### src/rtl/req_priority_arbiter.sv
// req_priority_arbiter: 8-way arbiter. A grant is held until done, withdrawal or hold timeout.
// Define ROUND_ROBIN_EN for rotating priority; the default build uses fixed highest-index priority.
module req_priority_arbiter #(
    parameter int N        = 8,
    parameter int MAX_HOLD = 15
) (
    input  logic       clk,
    input  logic       rst_n,
    input  logic [7:0] req,
    input  logic       done,
    output logic [7:0] gnt,
    output logic [2:0] gnt_idx,
    output logic       gnt_vld,
    output logic       timeout
);

    typedef enum logic {IDLE, BUSY} state_t;

    localparam bit         TIMEOUT_EN = (MAX_HOLD != 0);
    localparam logic [7:0] HOLD_LAST  = TIMEOUT_EN ? 8'(MAX_HOLD - 1) : 8'd0;

    state_t     state;
    logic [7:0] hold_cnt;
    logic [7:0] mask;
    logic [7:0] cand;
    logic [2:0] ptr;
    logic [2:0] winner;
    logic       cand_any;
    logic       owner_req;
    logic       hold_expired;
    logic       release_now;

    assign cand         = req & ~mask;
    assign cand_any     = |cand;
    assign owner_req    = req[gnt_idx];
    assign hold_expired = TIMEOUT_EN && (hold_cnt == HOLD_LAST);
    assign release_now  = done || !owner_req || hold_expired;

`ifdef ROUND_ROBIN_EN
    // Scan runs far-to-near from ptr-1 downward, so the nearest candidate is written last and wins.
    always_comb begin
        winner = 3'd0;
        for (int k = N; k >= 1; k--) begin
            if (cand[ptr - 3'(k)]) begin
                winner = ptr - 3'(k);
            end
        end
    end
`else
    // ptr is tracked for the rotating build only; fixed priority ignores it.
    logic ptr_unused;
    assign ptr_unused = ^ptr;

    always_comb begin
        winner = 3'd0;
        for (int i = 0; i < N; i++) begin
            if (cand[i]) begin
                winner = 3'(i);
            end
        end
    end
`endif

    always_ff @(posedge clk or negedge rst_n) begin
        if (!rst_n) begin
            state    <= IDLE;
            gnt      <= '0;
            gnt_idx  <= '0;
            gnt_vld  <= 1'b0;
            timeout  <= 1'b0;
            hold_cnt <= '0;
            ptr      <= '0;
            mask     <= '0;
        end else begin
            timeout <= 1'b0;
            case (state)
                IDLE: begin
                    mask <= '0;
                    if (cand_any) begin
                        state    <= BUSY;
                        gnt      <= 8'd1 << winner;
                        gnt_idx  <= winner;
                        gnt_vld  <= 1'b1;
                        hold_cnt <= '0;
                    end
                end
                BUSY: begin
                    if (release_now) begin
                        state   <= IDLE;
                        gnt     <= '0;
                        gnt_vld <= 1'b0;
                        ptr     <= gnt_idx;
                        // Only a pure hold-limit release pulses timeout and masks the owner once.
                        if (!done && owner_req) begin
                            timeout <= 1'b1;
                            mask    <= 8'd1 << gnt_idx;
                        end
                    end else if (hold_cnt != 8'hFF) begin
                        hold_cnt <= hold_cnt + 8'd1;
                    end
                end
                default: begin
                    state <= IDLE;
                end
            endcase
        end
    end

endmodule

### config.mk
export PLATFORM = sky130hd
export DESIGN_NAME = req_priority_arbiter
export DESIGN_NICKNAME = d
export VERILOG_FILES = /design/src/rtl/req_priority_arbiter.sv
export SDC_FILE = /design/constraint.sdc
export NUM_CORES = 1
export LEC_CHECK = 0
export ABC_AREA = 1
export BUFFER_PORTS_ARGS = -buffer_cell sky130_fd_sc_hd__buf_2
export CAP_MARGIN = 20
export CORE_AREA = 2 2 65 79
export DETAILED_ROUTE_END_ITERATION = 10
export DIE_AREA = 0 0 67 81
export GPL_TIMING_DRIVEN = 1
export MAX_ROUTING_LAYER = met4
export SLEW_MARGIN = 20
export SYNTH_ARGS = -nofsm -noshare
export SYNTH_HDL_FRONTEND = slang
export SYNTH_SLANG_ARGS = --single-unit
### constraint.sdc
create_clock -name clk -period 1.9 [get_ports clk]
set_input_delay 0.285 -clock clk [delete_from_list [all_inputs] [get_ports clk]]
set_output_delay 0.285 -clock clk [all_outputs]
set_load 0.02 [all_outputs]
## Word level (Yosys, flattened, before mapping)

Index checks and enable logic that the tools add are counted.

- Bits in registers: 30
- Output and inout bits: 13
- Input port bits: 11

- Multiplexer cells: 28
- Shift operators: 2
- Equal/unequal tests: 7
- $add $sub $neg: 1
- Bitwise logic cells: 3
- Order comparisons: 1
- Reductions and logical operators: 10

Operators by type and width:

| cell | number |
|---|---|
| $mux W8 | 7 |
| $pmux W8 S2 | 3 |
| $shl A1 B3 Y8 const A | 2 |
| $mux W3 | 4 |
| $mux W1 | 9 |
| $add A8 B1 Y8 const B | 1 |
| $and A8 B8 Y8 | 1 |
| $eq A8 B4 Y1 const B | 1 |
| $ne A8 B8 Y1 const B | 1 |
| $not A8 Y8 | 1 |
| $reduce_or A8 Y1 | 1 |
| $ne A2 B1 Y1 const B | 3 |
| $reduce_and A2 Y1 | 3 |
| $lt A3 B4 Y1 const B | 1 |
| $mux W2 | 2 |
| $ne A2 B2 Y1 const B | 2 |
| $pmux W1 S2 | 2 |
| $bmux W1 S3 | 1 |
| $reduce_and A3 Y1 | 1 |
| $logic_not A1 Y1 | 2 |
| $logic_or A1 B1 Y1 | 2 |
| $logic_and A1 B1 Y1 | 1 |
| $not A1 Y1 | 1 |

## Logic depth before layout (Yosys ltp)

Gate-level depths: netlist (run 1).

- Depth after elaboration: 12
- Gate-level depth with buffers: 11
- Gate-level depth less buffers: 11

## Worst setup path before layout (run 1)

No wires, ideal clock.

- Path type: reg-to-reg
- Start point: reg gnt_idx[1]
- End point: reg mask[2]
- Setup time: 0.117 ns
- Cell stages (with the launch flop): 12
- Required time: 1.783 ns
- Data arrival time: 1.410 ns
- Slack: 0.373 ns
- Cells stage by stage: dfrtp_1 -> buf_4 -> nor2_4 -> nand2_1 -> nand2_1 -> nor2_1 -> nor2_2 -> and2_1 -> buf_6 -> nand2_8 -> nand3_1 -> nand2_1

- Longest elaborated chain between the ends: 7
- Elaborated cells between the ends (all ways): 13
- Classes of those cells: eq/ne (2); shift (1); mux (5); reduce/logical (5)

RTL lines:

| item | RTL line | text |
|---|---|---|
| from (decl) | 12 | `output logic [2:0] gnt_idx,` |
| from (signal assigned) | 82 | `gnt_idx <= winner;` |
| $bmux W1 S3 | 35 | `assign owner_req = req[gnt_idx];` |
| $mux W1 (implied by the code) | 35 |  |
| $logic_not A1 Y1 | 37 | `assign release_now = done \|\| !owner_req \|\| hold_expired;` |
| $logic_or A1 B1 Y1 (2 in a row) | 37 |  |
| $ne A2 B1 Y1 (no line) | - |  |
| $reduce_and A2 Y1 (no line) | - |  |
| to (signal assigned) | 96 | `mask <= 8'd1 << gnt_idx;` |
| to (decl) | 24 | `logic [7:0] mask;` |

Parallel ways exist; a longest one is shown, timed or not. The select of a mux whose other input is x is not followed.
A chain may end at the register's enable or synchronous reset.

## Worst setup path in the final report (run 1)

Same ends and word-level chain as after synthesis.

==> results of run 1 <==
-- state kept, by name, indices dropped and copies added, names as in the netlist --
signal,flops
gnt,8
hold_cnt,8
mask,8
gnt_idx,3
gnt_vld,1
state,1
timeout,1
-- power by group through the flow --
| stage | registers (W) | logic [W] | clock network, W |
|---|---|---|---|
| global route | 0.000909 | 0.00103 | 0.000546 |
| finish | 0.000892 | 0.000915 | 0.000494 |
| floorplan | 0.000914 | 0.000713 | 0 |
| detailed placement | 0.000901 | 0.000921 | 0 |
| CTS | 0.000892 | 0.000922 | 0.000513 |
| global placement | 0.000902 | 0.000916 | 0 |
-- worst max path at each step --
stage	startpoint	endpoint	slack, ns	cells past startpoint
2_1_floorplan	gnt_idx[1]$_DFFE_PN0P_	mask[2]$_DFFE_PN0P_	0.37	11
3_3_place_gp	gnt_idx[1]$_DFFE_PN0P_	mask[2]$_DFFE_PN0P_	0.24	8
3_5_place_dp	gnt_idx[1]$_DFFE_PN0P_	mask[2]$_DFFE_PN0P_	0.20	8
4_1_cts	gnt_idx[1]$_DFFE_PN0P_	mask[2]$_DFFE_PN0P_	0.19	8
5_1_grt	gnt_idx[0]$_DFFE_PN0P_	mask[2]$_DFFE_PN0P_	0.06	9
6_report	gnt_idx[1]$_DFFE_PN0P_	mask[2]$_DFFE_PN0P_	0.18	8
-- routing by layer --
metal,vias to the layer above,global-route usage,share of wire,wire length [um]
li1,797,-,-,-
met1,708,0.192,0.46,1780
met2,23,0.262,0.50,1930
met3,6,0.0388,0.031,122
met4,0,0.0592,0.015,58
met5,-,-,0,0
-- layout by cell type (no fill, tap or decap), types with 3 or more instances in the layout --
cell / count
nand3_1: 22
nand2_4: 3
dfrtp_1: 30
buf_2: 23
nor2_1: 20
nand3_2: 9
clkbuf_8: 6
o21ai_0: 11
nand2_1: 67
a21oi_1: 7
inv_1: 22
nor3_1: 3
nand2_2: 6
nand4_1: 9
-- cell type report --
type                    count  area share
flip-flops and latches     30       0.369
inverters                  25      0.0468
well taps                  60      0.0369
clock buffers               6      0.0406
multi-input cells         170       0.446
repair buffers             24      0.0603
-- cells by family after synthesis --
kind of cell / count (synthesis) / share of synthesized area
compound gates: 19 / 0.0530
fa+ha+maj: 2 / 0.0139
buf+inv: 30 / 0.0760
flops: 30 / 0.418
simple gates: 149 / 0.439
-- per-stage QoR --
stage	area, um2	cells	setup WS (ns)
after floorplan	1790	230	0.373
after global placement	1950	309	0.237
after detailed placement	1950	309	0.200
after CTS	2030	315	0.187
after global routing	2030	315	0.0561
final	2030	315	0.179
-- critical path, cell delays in order, from the launching register on --
cell and delay [ns]:
dfrtp_1 0.56, nand3_1 0.12, nand3_1 0.10, nor2_1 0.05
nor2_2 0.10, and2_1 0.39, nand2_8 0.14, nand3_1 0.10
nand2_1 0.05
==> impl_metrics.yaml, run 1 <==
outcome:
  outcome: "complete, no violations"
power_and_ir_drop:
  leakage_nw: 1.05
  seqPwrFrac: 0.388
  power_switching_w: 0.00101
  power.total_w: 0.00230
  p_per_area_mw_per_mm2: 1130
  combPwrFrac: 0.398
  peakVddDrop_uv: 365
  p_int_w: 0.00129
  netSwitchingFraction: 0.440
  clkPwrFrac: 0.215
place:
  port_buffers: 23
  dp_hpwl_um: 2930
  gp_congestion: 0.852
sta:
  layout_worst_path_cycle_share: 0.906
  drv_slew: 0
  worst_pin_slew_ns: 0.657
  max_freq_mhz: 581
  hold_viol: 0
  whs_ns: 0.0338
  fin_setup_tns_ns: 0
  rsz0062_at_grt: "no"
  slew_headroom: 0.562
  skew_ns: 0.00450
  final.min_clock_period_ns: 1.72
  finalSetupViolations: 0
cts:
  cts_tree: "yes"
  cts_setup_buffers: 0
  htreeDepth: 2
  clk_latency_ns: 0.27
  cts.path.max_buffers: 2
  root_buffer: "clkbuf_8"
  ctsHoldBuffers: 0
  post_cts_resize_count: 0
  cts.sinks: 30
  clk_pin_slew_worst_paths_ns: 0.06
  cts_buffers: 5
die:
  dieArea_mm2: 0.00543
  die-width_um: 67
  initial_utilization: 0.377
  die_y_um: 81
  core_area_mm2: 0.00476
  rows: 28
  pin_count: 24
finish:
  fillCellCount: 507
  area_growth_pct: 13.3
  regArea_um2: 751
  final_layout_size_suffix_gt1_frac: 0.231
  utilization: 0.427
  insertedDiodeCount: 0
  nets: 269
  multi_input_area_um2: 907
grt:
  gr-total-overflow: 0
  grt_pass1_vias: 1393
  grt_pass1_wl_um: 6360
  antenna_found_initial: 0
  grt_max_degree: 31
  gr-usage-all-layers: 0.161
setup_path:
  worst_r2r_endpoint: "mask[2]$_DFFE_PN0P_"
  r2r_cells: 8
  cp.arrival_ns: 1.88
  critPathCaptureType: "flop"
  r2r_slack_ns: 0.18
  r2r_start: "gnt_idx[1]$_DFFE_PN0P_"
  worst-setup-path-type: "flop to flop"
  critPathLaunchType: "flop"
  cp_max_fo: 10
  required_ns: 2.06
logic_synthesis:
  yosysMostFrequentCell: "nand2_1"
  seq_area_frac_synth: 0.418
  async_flop_share: 1.00
  synth_fp_nets: 243
  syn_area_per_cell_um2: 7.80
  synth_top_area_share: 0.418
  synth.distinct_cells: 27
  synth_area_mm2: 0.00179
  syn_inst: 230
  synth_top_cells_by_count: "67 x nand2_1, 30 x dfrtp_1, 22 x inv_1, 22 x nand3_1, 20 x nor2_1"
  yosysWarnings: 0
  synthTopCellsByArea: "dfrtp_1 42%, nand2_1 14%, nand3_1 6.1%"
  synthFlopType: "dfrtp_1"
  yosysTopAreaCell: "dfrtp_1"
  synth_edf_count: 0
  ys_ff_latch: 30
route:
  wl_um: 3890
  route.detailed.drc: 0
  vias_per_cell: 4.87
  ant_nets: 0
  wl_per_cell_um: 12.3
  drtIter0Drc: 52
  dr.pass1.iters: 4
  vias: 1534
min_path:
  hp-class: "primary input to asynchronous set/reset pin"
flow_run:
  drv_cap: 0
(Power assumes the default switching activity.)
==> inputs of run 2 (changes only) <==
--- a/config.mk
+++ b/config.mk
@@ -8,11 +8,14 @@
 export ABC_AREA = 1
 export BUFFER_PORTS_ARGS = -buffer_cell sky130_fd_sc_hd__buf_2
 export CAP_MARGIN = 20
+export CELL_PAD_IN_SITES_DETAIL_PLACEMENT = 1
+export CELL_PAD_IN_SITES_GLOBAL_PLACEMENT = 1
 export CORE_AREA = 2 2 65 79
 export DETAILED_ROUTE_END_ITERATION = 10
 export DIE_AREA = 0 0 67 81
 export GPL_TIMING_DRIVEN = 1
 export MAX_ROUTING_LAYER = met4
+export PLACE_DENSITY_LB_ADDON = 0.1
 export SLEW_MARGIN = 20
 export SYNTH_ARGS = -nofsm -noshare
 export SYNTH_HDL_FRONTEND = slang
==> impl_metrics.yaml, run 2 (same netlist as run 1, synthesis figures left out) <==
power_and_ir_drop:
  leakage_nw: 1.06
  p_per_area_mw_per_mm2: 1160
  power.total_w: 0.00238
  peakVddDrop_uv: 400
sta:
  layout_worst_path_cycle_share: 0.873
  fin_setup_tns_ns: 0
  finalSetupViolations: 0
  worst_pin_slew_ns: 0.714
  skew_ns: 0.00839
  max_freq_mhz: 603
  final.min_clock_period_ns: 1.66
  whs_ns: 0.0498
  slew_headroom: 0.524
  rsz0062_at_grt: "no"
  drv_slew: 0
  hold_viol: 0
setup_path:
  cp_max_fo: 9
  worst-setup-path-type: "flop to flop"
  cp.arrival_ns: 1.88
  critPathCaptureType: "flop"
  required_ns: 2.12
  path_cells: "ha_1, nand2_1, nor4_2, nand3_4, nand2_4, nand2_1, nand2_1"
  r2r_slack_ns: 0.24
  critPathSlowestCell: "dfrtp_1"
  critPathLaunchType: "flop"
  r2r_cells: 7
  slowest_delay_ns: 0.41
  cp_common_cell: "nand2_1"
cts:
  cts.sinks: 30
  clk_latency_ns: 0.29
  cts_setup_buffers: 0
  htreeDepth: 2
  cts_buffers: 5
  clk_pin_slew_worst_paths_ns: 0.07
  cts_tree: "yes"
  root_buffer: "clkbuf_8"
  cts.path.max_buffers: 2
route:
  wl_per_cell_um: 14.4
  wl_um: 4560
  route.detailed.drc: 0
  dr.pass1.iters: 4
  vias: 1572
  vias_per_cell: 4.96
  ant_nets: 0
  drtIter0Drc: 90
grt:
  grt_max_degree: 31
  gr-usage-all-layers: 0.199
  gr-total-overflow: 0
  grt_pass1_wl_um: 7820
  grt_pass1_vias: 1579
  antenna_found_initial: 0
finish:
  fin_cells: 317
  insertedDiodeCount: 0
  top_regs: "gnt: 8 flops, hold_cnt: 8 flops, mask: 8 flops"
  area_growth_pct: 13.9
  fillCellCount: 630
  utilization: 0.429
  final_layout_size_suffix_gt1_frac: 0.237
  final_common_cell: "nand2_1"
  multi_input_area_um2: 908
  final_cell_mix: "67 x nand2_1, 30 x dfrtp_1, 23 x buf_2, 22 x inv_1, 22 x nand3_1"
  nets: 269
  regArea_um2: 751
flow_run:
  drv_cap: 0
die:
  core_area_mm2: 0.00476
  dieArea_mm2: 0.00543
  die_y_um: 81
  rows: 28
  die-width_um: 67
  pin_count: 24
  initial_utilization: 0.377
min_path:
  hp-class: "primary input to asynchronous set/reset pin"
outcome:
  outcome: "complete, no violations"
place:
  port_buffers: 23
  dp_hpwl_um: 3440
  placedCellCount: 309
  gp_congestion: 0.771
run 2: changes by cell type in the layout (fill, tap and decap cells not counted), sizes merged:
| cell | change |
|---|---|
| clkbuf | +1 |
| clkinv | +1 |
run 2: power breakdown:
part | switching [W] | total (W) | internal [W]
Sequential | 0.000157 | 0.000898 | 0.000741
Combinational | 0.000667 | 0.000936 | 0.000270
Clock | 0.000250 | 0.000542 | 0.000292
Total | 0.00107 | 0.00238 | 0.00130
run 2: what timing repair did:
item	4_1_cts	5_1_grt
resized for setup	0	1
hold buffers	0	0
setup endpoints to repair	0	9
run 2: final timing paths:
kind / endpoint / start
min in group clk: gnt[7]$_DFFE_PN0P_ / req[7]
hold reg to reg: gnt_vld$_DFFE_PN0P_ / gnt_vld$_DFFE_PN0P_
setup reg to reg: hold_cnt[3]$_DFFE_PN0P_ / hold_cnt[0]$_DFFE_PN0P_
hold / removal: mask[0]$_DFFE_PN0P_ / rst_n
max in group asynchronous: mask[7]$_DFFE_PN0P_ / rst_n
setup / recovery: hold_cnt[3]$_DFFE_PN0P_ / hold_cnt[0]$_DFFE_PN0P_
run 2: layer usage:
metal | routed length (um) | track usage | up-vias
met3 | 147 | 0.0429 | 5
met4 | 69 | 0.0633 | 0
met5 | 0 | - | -
li1 | - | - | 794
met1 | 2040 | 0.245 | 748
met2 | 2300 | 0.325 | 25
run 2: area by class of cell:
| cell class | instances | area share |
|---|---|---|
| flip-flops and latches | 30 | 0.367 |
| clock inverters | 1 | 0.00245 |
| repair buffers | 24 | 0.0600 |
| clock buffers | 7 | 0.0423 |
| inverters | 25 | 0.0465 |
| well taps | 60 | 0.0367 |
| multi-input cells | 170 | 0.445 |
run 2: per-stage QoR:
stage          instance area (um2)  setup WS [ns]
3_3_place_gp                  1950          0.156
4_1_cts                       2040         0.0979
6_report                      2040          0.242
2_1_floorplan                 1790          0.373
3_5_place_dp                  1950          0.132
5_1_grt                       2040         0.0396
run 2: worst max-delay path: cells and delay by family (launching register included):
family / cells / cell delay [ns]
simple gates: 6 / 0.94
flops: 1 / 0.41
fa+ha+maj: 1 / 0.24
==> inputs of run 3 (changes only) <==
--- a/config.mk
+++ b/config.mk
@@ -5,14 +5,13 @@
 export SDC_FILE = /design/constraint.sdc
 export NUM_CORES = 1
 export LEC_CHECK = 0
-export ABC_AREA = 1
+export ABC_AREA = 0
 export BUFFER_PORTS_ARGS = -buffer_cell sky130_fd_sc_hd__buf_2
-export CAP_MARGIN = 20
 export CELL_PAD_IN_SITES_DETAIL_PLACEMENT = 1
 export CELL_PAD_IN_SITES_GLOBAL_PLACEMENT = 1
-export CORE_AREA = 2 2 65 79
+export CORE_AREA = 2 2 62 76
 export DETAILED_ROUTE_END_ITERATION = 10
-export DIE_AREA = 0 0 67 81
+export DIE_AREA = 0 0 64 78
 export GPL_TIMING_DRIVEN = 1
 export MAX_ROUTING_LAYER = met4
 export PLACE_DENSITY_LB_ADDON = 0.1
==> impl_metrics.yaml, run 3 <==
route:
  wl_um: 4800
  drtIter0Drc: 63
  top_layer_used: "met4"
  vias_per_cell: 5.54
  wl_met1_um: 1890
  wl_per_cell_um: 17.8
  ant_nets: 0
  dr_wl_met2_um: 2690
  met3_length_um: 149
  dr.pass1.iters: 4
  vias: 1497
  route.detailed.drc: 0
setup_path:
  worst-setup-path-type: "flop to flop"
  required_ns: 2.06
  cp_max_fo: 6
  critPathLaunchType: "flop"
  cp.depth: 6
  slowest_delay_ns: 0.46
  worst_r2r_endpoint: "hold_cnt[3]$_DFFE_PN0P_"
  path_cells: "mux2i_1, a221oi_2, buf_4, and3_4, a21oi_4, a221o_1"
  critPathSlowestCell: "dfrtp_2"
  path_delay_family: "compound AO/OA/AOI/OAI gates"
  r2r_slack_ns: -0.07
  crit_buf_inv: 1
  critPathCaptureType: "flop"
  cp.arrival_ns: 2.13
  r2r_cells: 6
  r2r_start: "gnt_idx[1]$_DFFE_PN0P_"
finish:
  area_growth_pct: 32.1
  utilization: 0.520
  final_layout_size_suffix_gt1_frac: 0.350
  final_common_cell: "dfrtp_1"
  final_cell_mix: "27 x dfrtp_1, 23 x buf_2, 21 x buf_4, 14 x nand2_1, 9 x nor2b_1"
  nets: 226
  insertedDiodeCount: 0
  fillCellCount: 483
  top_regs: "gnt: 8 flops, hold_cnt: 8 flops, mask: 8 flops"
  fin_cells: 270
grt:
  grt_pass1_wl_um: 7330
  gr-total-overflow: 0
  grt_max_degree: 31
  gr-usage-all-layers: 0.197
  grt_pass1_vias: 1573
  antenna_found_initial: 0
logic_synthesis:
  synth_top_cells_by_count: "30 x dfrtp_1, 14 x nand2_1, 11 x nor2b_1"
  synthFlopType: "dfrtp_1"
  yosysTopAreaCell: "dfrtp_1"
  synthTopCellsByArea: "dfrtp_1 45%, nor2b_1 4.2%, mux2i_1 3.6%"
  yosysMostFrequentCell: "dfrtp_1"
  synth_top_area_share: 0.455
  syn_inst: 164
  synth_fp_nets: 177
  async_flop_share: 1.00
  syn_area_per_cell_um2: 10.1
  seq_area_frac_synth: 0.455
  synth.distinct_cells: 44
  yosysWarnings: 0
  synth_area_mm2: 0.00165
  synth_edf_count: 0
  ys_ff_latch: 30
die:
  die_y_um: 78
  dieArea_mm2: 0.00499
  pin_count: 24
  core_area_mm2: 0.00420
  die-width_um: 64
  initial_utilization: 0.394
  rows: 26
sta:
  finalSetupViolations: 12
  worst_pin_slew_ns: 0.684
  rsz0062_at_grt: "yes"
  slew_headroom: 0.544
  drv_slew: 0
  max_freq_mhz: 509
  final.setup.worst_slack_ns: -0.0664
  layout_worst_path_cycle_share: 1.03
  final.min_clock_period_ns: 1.97
  hold_viol: 0
  skew_ns: 0.00659
outcome:
  violations: "setup timing"
  outcome: "finished, violations left"
min_path:
  hp-class: "primary input to asynchronous set/reset pin"
cts:
  clk_latency_ns: 0.28
  cts.sinks: 30
  cts_buffers: 5
  cts.path.max_buffers: 2
  cts_tree: "yes"
  root_buffer: "clkbuf_8"
  clk_pin_slew_worst_paths_ns: 0.06
  ctsHoldBuffers: 0
  htreeDepth: 2
place:
  placedCellCount: 258
  dp_slack_ns: -0.0593
  dp_hpwl_um: 3420
  gp_congestion: 0.829
  port_buffers: 23
power_and_ir_drop:
  p_per_area_mw_per_mm2: 1110
  leakage_nw: 1.02
  power.total_w: 0.00243
  peakVddDrop_uv: 583
flow_run:
  drv_cap: 0
-- run 3: cell count changes after synthesis, sizes merged, moves of 7 or more --
cell and change:
nand4 -7, nor2b +11, nand3 -28, inv -21
nand2 -63, nor2 -16
-- run 3: power by group --
| group | switching, W | internal (W) | total, W |
|---|---|---|---|
| Sequential | 0.000148 | 0.000740 | 0.000887 |
| Combinational | 0.000546 | 0.000471 | 0.00102 |
| Clock | 0.000234 | 0.000292 | 0.000525 |
| Total | 0.000928 | 0.00150 | 0.00243 |
-- run 3: repair_timing --
action | CTS | global route
endpoints found under the hold margin | 0 | 0
setup buffers | 0 | 3
endpoints found under the setup margin | 15 | 20
pin swaps | 0 | 9
resized for setup | 4 | 19
gates cloned | 0 | 1
-- run 3: per-layer routing --
metal / vias up / track usage
met5: - / -
met3: 11 / 0.0522
li1: 706 / -
met1: 757 / 0.196
met2: 23 / 0.369
met4: 0 / 0.0587
-- run 3: cell type report --
class                      count  area (um2)  share of cell area
multi-input combinational    127         960               0.440
sequential                    30         754               0.346
timing repair buffer          46         295               0.135
clock buffer                   7        86.3              0.0396
tap                           56        70.1              0.0321
inverter                       3        11.3             0.00516
clock inverter                 1        5.00             0.00229
-- run 3: worst reg2reg max path, stage by stage (launching register included) --
cell and delay [ns]:
dfrtp_2 0.46, mux2i_1 0.19, a221oi_2 0.36, buf_4 0.19, and3_4 0.21, a21oi_4 0.08
a221o_1 0.36
-- run 3: kinds of logic after synthesis --
| group | share of synthesized area |
|---|---|
| AO/OA/AOI/OAI | 0.210 |
| XOR/XNOR | 0.00530 |
| adder cells (fa/ha/maj) | 0.0151 |
| buffers and inverters | 0.0235 |
| flip-flops | 0.455 |
| multiplexers | 0.0364 |
| AND/OR/NAND/NOR | 0.255 |
-- run 3: stage by stage --
stage	hold slack [ns]	setup TNS, ns	instance area [um2]
CTS	0.0704	0	2070
finish	0.0417	-0.340	2180
floorplan	-0.0106	0	1650
global placement	0.359	0	1960
global route	0.0963	-2.81	2180
detailed placement	0.368	-0.474	1960
-- run 3: how the worst max path moves through the flow --
stage	slack, ns	start	to
floorplan	0.05	gnt_idx[1]$_DFFE_PN0P_	hold_cnt[2]$_DFFE_PN0P_
global placement	0.003	gnt_idx[1]$_DFFE_PN0P_	gnt[2]$_DFFE_PN0P_
detailed placement	-0.06	gnt_idx[1]$_DFFE_PN0P_	gnt[2]$_DFFE_PN0P_
CTS	0.001	hold_cnt[0]$_DFFE_PN0P_	mask[1]$_DFFE_PN0P_
global route	-0.18	gnt_idx[1]$_DFFE_PN0P_	mask[0]$_DFFE_PN0P_
finish	-0.07	gnt_idx[1]$_DFFE_PN0P_	hold_cnt[3]$_DFFE_PN0P_
